<file path="config.mk">
export PLATFORM = sky130hd
export DESIGN_NAME = irq_arbiter
export DESIGN_NICKNAME = d
export VERILOG_FILES = /design/src/rtl/irq_arbiter.sv
export SDC_FILE = /design/constraint.sdc
export NUM_CORES = 1
export LEC_CHECK = 0
export CAP_MARGIN = 10
export CELL_PAD_IN_SITES_DETAIL_PLACEMENT = 0
export CELL_PAD_IN_SITES_GLOBAL_PLACEMENT = 2
export CORE_MARGIN = 3
export CORE_UTILIZATION = 29
export DETAILED_ROUTE_END_ITERATION = 6
export GPL_TIMING_DRIVEN = 0
export PLACE_DENSITY_LB_ADDON = 0.1
export SYNTH_ARGS = -nofsm -noshare
export SYNTH_HDL_FRONTEND = slang
export SYNTH_SLANG_ARGS = --single-unit
</file>
<file path="constraint.sdc">
create_clock -name clk_i -period 2.6 [get_ports clk_i]
set_input_delay 0.26 -clock clk_i [delete_from_list [all_inputs] [get_ports clk_i]]
set_output_delay 0.26 -clock clk_i [all_outputs]
set_load 0.02 [all_outputs]
</file>
<file path="src/rtl/irq_arbiter.sv">
// Multi-channel IRQ collector/arbiter with a req/code/ack handshake to the core.
// Define IRQ_ARBITER_ROUND_ROBIN_EN for round-robin arbitration (default: fixed lowest-index priority).
module irq_arbiter #(
  parameter int unsigned         NUM_IRQ   = 8,
  parameter int unsigned         CODE_W    = 8,
  parameter logic [CODE_W-1:0]   CODE_BASE = 'h20,
  parameter logic [NUM_IRQ-1:0]  EDGE_MASK = '1
) (
  input  logic                clk_i,
  input  logic                rst_i,
  input  logic [NUM_IRQ-1:0]  irq_bi,
  input  logic [NUM_IRQ-1:0]  irq_en_bi,
  output logic                irq_req_o,
  output logic [CODE_W-1:0]   irq_code_bo,
  input  logic                irq_ack_i,
  output logic [NUM_IRQ-1:0]  irq_pending_bo
);

  localparam int unsigned IDX_W = (NUM_IRQ > 1) ? $clog2(NUM_IRQ) : 1;

  typedef enum logic {
    ST_IDLE,
    ST_REQ
  } state_t;

  state_t               r_state, w_state_nxt;
  logic                 r_req, w_req_nxt;
  logic [CODE_W-1:0]    r_code, w_code_nxt;
  logic [IDX_W-1:0]     r_winner, w_winner_nxt;
  logic [NUM_IRQ-1:0]   r_irq_buf;
  logic [NUM_IRQ-1:0]   r_pending, w_pending_nxt;
  logic [NUM_IRQ-1:0]   w_edge;
  logic [NUM_IRQ-1:0]   w_cand;
  logic                 w_found;
  logic [IDX_W-1:0]     w_sel;
  logic                 w_ack_clr;

  assign w_edge    = irq_bi & ~r_irq_buf;
  assign w_cand    = r_pending & irq_en_bi;
  assign w_ack_clr = (r_state == ST_REQ) && irq_ack_i;

`ifdef IRQ_ARBITER_ROUND_ROBIN_EN
  logic [IDX_W-1:0] r_ptr;
  logic [IDX_W-1:0] w_idx;

  // Search starts one past the last acked channel, wrapping modulo NUM_IRQ.
  always_comb begin
    w_found = 1'b0;
    w_sel   = '0;
    w_idx   = '0;
    for (int unsigned j = 0; j < NUM_IRQ; j++) begin
      w_idx = IDX_W'((32'(r_ptr) + 32'd1 + j) % NUM_IRQ);
      if (!w_found && w_cand[w_idx]) begin
        w_found = 1'b1;
        w_sel   = w_idx;
      end
    end
  end

  always_ff @(posedge clk_i or posedge rst_i) begin
    if (rst_i) begin
      r_ptr <= IDX_W'(NUM_IRQ - 1);
    end else if (w_ack_clr) begin
      r_ptr <= r_winner;
    end
  end
`else
  always_comb begin
    w_found = 1'b0;
    w_sel   = '0;
    for (int unsigned i = 0; i < NUM_IRQ; i++) begin
      if (!w_found && w_cand[i]) begin
        w_found = 1'b1;
        w_sel   = IDX_W'(i);
      end
    end
  end
`endif

  // Edge channels: a new enabled edge beats a same-cycle ack of that channel.
  always_comb begin
    w_pending_nxt = r_pending;
    for (int unsigned i = 0; i < NUM_IRQ; i++) begin
      if (EDGE_MASK[i]) begin
        if (w_edge[i] && irq_en_bi[i]) begin
          w_pending_nxt[i] = 1'b1;
        end else if (w_ack_clr && (r_winner == IDX_W'(i))) begin
          w_pending_nxt[i] = 1'b0;
        end
      end else begin
        w_pending_nxt[i] = irq_bi[i] & irq_en_bi[i];
      end
    end
  end

  always_comb begin
    w_state_nxt  = r_state;
    w_req_nxt    = r_req;
    w_code_nxt   = r_code;
    w_winner_nxt = r_winner;
    case (r_state)
      ST_IDLE: begin
        if (w_found) begin
          w_state_nxt  = ST_REQ;
          w_req_nxt    = 1'b1;
          w_code_nxt   = CODE_BASE + CODE_W'(w_sel);
          w_winner_nxt = w_sel;
        end
      end
      ST_REQ: begin
        if (irq_ack_i) begin
          w_state_nxt = ST_IDLE;
          w_req_nxt   = 1'b0;
          w_code_nxt  = '0;
        end
      end
      default: begin
        w_state_nxt = ST_IDLE;
        w_req_nxt   = 1'b0;
        w_code_nxt  = '0;
      end
    endcase
  end

  always_ff @(posedge clk_i or posedge rst_i) begin
    if (rst_i) begin
      r_state   <= ST_IDLE;
      r_req     <= 1'b0;
      r_code    <= '0;
      r_winner  <= '0;
      r_irq_buf <= '0;
      r_pending <= '0;
    end else begin
      r_state   <= w_state_nxt;
      r_req     <= w_req_nxt;
      r_code    <= w_code_nxt;
      r_winner  <= w_winner_nxt;
      r_irq_buf <= irq_bi;
      r_pending <= w_pending_nxt;
    end
  end

  assign irq_req_o      = r_req;
  assign irq_code_bo    = r_code;
  assign irq_pending_bo = r_pending;

endmodule

</file>
==> results.yml <==
pwr:
  power.leakage_nw: 0.618
  ir_worst_vdd_mv: 0.432
  power_density_nw_per_um2: 877
logic_synthesis:
  ys_ff_latch: 24
  synth_warnings: 0
  postSynthAreaPerCell_sq_um: 11.0
  synthDistinctLibCells: 26
  synth_xor_area_frac: 0
  synth_top_family_by_area: "simple AND/OR/NAND/NOR gates"
  ys_seq_area_frac: 0.563
  synth_area_leaders: "dfrtp_1, nand2_1, nand3b_1, o21ai_0, buf_4"
  syn_inst: 97
  synth-compound-area-share: 0.171
  netlist_area_sq_um: 1070
  synth_top_cell_area_share: 0.563
  synthMuxAreaShare: 0.0328
  synthAdderAreaFrac: 0
  synth-simple-area-share: 0.184
  synth_largest_area_cell: "dfrtp_1"
floorplanning:
  start_util: 0.310
  die_h_microns: 66.7
  io_pins: 36
  die_width_microns: 66.7
  core_sq_um: 3440
  num_rows: 21
  die_area_sq_um: 4440
worst_setup_path:
  path_class: "in2reg"
  worstPathMaxFanout: 6
  endpoint_kind: "register"
  cp.required_ns: 2.75
  cp.arrival_ns: 1.76
  crit_path_start_kind: "input pin"
grt:
  grt_pass1_wl_mm: 3.99
  grt_usage: 0.120
  grt_overflow: 0
  grt_max_degree: 25
  grt_pass1_vias: 845
  grt_antenna_before_repair: 0
timing:
  finalHoldViolations: 0
  tightest_slew_ns: 0.929
  fin_crit_sh: 0.619
  setup_slack_ns: 0.992
  fin_crit_ns: 1.61
  rsz0062_at_grt: "no"
  fmax_ghz: 0.622
  maxSlewViolCount: 0
  final.setup.tns_ns: 0
  maxSlewHeadroom: 0.380
  setup_violations: 0
  fin_skew_ns: 0.00394
route:
  drt_first_pass_iters: 2
  wl_per_cell_microns: 13.1
  dr_total_vias: 822
  wl_mm: 2.36
  ant_nets: 0
  via_per_inst: 4.57
  drcViolationCount: 0
  drt_iter0_markers: 26
clocking:
  ctsResizeCount: 0
  cts-root-buf: "clkbuf_8"
  htreeDepth: 1
  ctsHoldBuffers: 0
  cts_inserted_buffers: 3
  cts_setup_buffers: 0
  path_clk_slew_ns: 0.08
  clk_latency_ns: 0.26
  clock_sinks: 24
  cts.path.max_buffers: 2
  cts_tree: "done"
layout:
  stdcell_area_sq_um: 1490
  fin_nets: 155
  area_growth_pct: 39.4
  drive_above_1_share: 0.119
  fillCellCount: 356
  antenna_cells: 0
place:
  dp_slack_ns: 0.696
  place_area_sq_um: 1450
  hpwl_mm: 1.89
  port_buffers: 31
  gp_congestion: 0.744
min_path:
  hold_class: "reg2reg"
flow_run:
  maxCapViolCount: 0
run_status:
  status: "completed"
## worst paths after layout
kind	cells after the start	from	slack, ns	to
setup / recovery	5	irq_en_bi[2]	0.99	r_winner[2]$_DFFE_PP0P_
max in group asynchronous	2	rst_i	1.53	r_winner[0]$_DFFE_PP0P_
hold / removal	1	r_irq_buf[1]$_DFF_PP0_	0.43	irq_pending_bo[1]$_DFFE_PP0P_
setup reg to reg	4	irq_pending_bo[2]$_DFFE_PP0P_	1.11	r_winner[2]$_DFFE_PP0P_
min in group asynchronous	2	rst_i	0.50	r_irq_buf[6]$_DFF_PP0_
hold reg to reg	1	r_irq_buf[1]$_DFF_PP0_	0.43	irq_pending_bo[1]$_DFFE_PP0P_
## placed cells by master, fill, tap and decap left out
master | Yosys | routed
a22oi_1 | 1 | 1
o31a_1 | 1 | 1
or2_1 | 1 | 1
mux2i_1 | 2 | 2
nor2_1 | 1 | 1
and2_4 | 1 | 1
clkbuf_8 | 0 | 3
and3_1 | 1 | 1
nand2_1 | 19 | 19
o22ai_2 | 1 | 1
a22o_2 | 1 | 1
nand3b_1 | 9 | 9
conb_1 | 1 | 4
mux2_4 | 1 | 1
buf_4 | 5 | 5
clkdlybuf4s50_1 | 0 | 31
and3b_4 | 1 | 1
o21ai_0 | 11 | 11
a221o_1 | 1 | 1
a21o_1 | 1 | 1
o22ai_1 | 1 | 1
a22oi_2 | 2 | 2
dfrtp_1 | 24 | 24
inv_1 | 3 | 3
nand3_1 | 4 | 4
a41oi_1 | 1 | 1
o31ai_1 | 2 | 2
a21oi_4 | 1 | 1
## layout make-up
| class | instances | area, sq um | share of cell area |
|---|---|---|---|
| Multi-Input combinational cell | 68 | 429 | 0.288 |
| Inverter | 3 | 11.3 | 0.00757 |
| Buffer | 5 | 37.5 | 0.0252 |
| Timing Repair Buffer | 31 | 310 | 0.209 |
| Sequential cell | 24 | 601 | 0.404 |
| Tap cell | 46 | 57.6 | 0.0387 |
| Clock buffer | 3 | 41.3 | 0.0278 |
## synth_stat cells
cell type / n
dfrtp_1: 24
nand2_1: 19
o21ai_0: 11
nand3b_1: 9
buf_4: 5
nand3_1: 4
inv_1: 3
a22oi_2: 2
mux2i_1: 2
o31ai_1: 2
a21o_1: 1
a21oi_4: 1
a221o_1: 1
a22o_2: 1
a22oi_1: 1
a41oi_1: 1
and2_4: 1
and3_1: 1
and3b_4: 1
conb_1: 1
mux2_4: 1
nor2_1: 1
o22ai_1: 1
o22ai_2: 1
o31a_1: 1
or2_1: 1
## metrics by stage
stage	hold slack [ns]	util	power, mW	cells
after floorplan	0.275	-	0.858	100
after global placement	0.421	0.420	1.11	177
after detailed placement	0.417	0.420	1.11	177
after CTS	0.429	0.432	1.33	180
after global routing	0.450	0.432	1.40	180
final	0.425	0.432	1.31	180
## worst max-delay path, stage by stage
cell             delay, ns
clkdlybuf4s50_1       0.55
a22oi_2               0.12
and3_1                0.25
a21oi_4               0.26
mux2_4                0.32
## cells by family after synthesis
group / after synthesis
DFF: 24
buffers and inverters: 8
muxes: 3
AOI/OAI and AO/OA: 24
and+or+nand+nor: 37
other: 1
## registers in the layout, indices dropped and copies added (netlist names)
| name | cells |
|---|---|
| r_state | 1 |
| r_winner | 3 |
| irq_pending_bo | 8 |
| irq_code_bo | 4 |
| r_irq_buf | 8 |
## report_power, final
part / total (mW) / switching (mW) / internal (mW)
Combinational: 0.525 / 0.266 / 0.258
Sequential: 0.565 / 0.0959 / 0.469
Clock: 0.216 / 0.112 / 0.103
## layer usage
layer,up-vias,track usage,wire (microns)
met4,0,0.0305,19
li1,414,-,-
met1,379,0.153,1150
met2,27,0.194,1040
met3,2,0.0388,156
met5,-,0,0
Power figures use the tool's default switching activity.
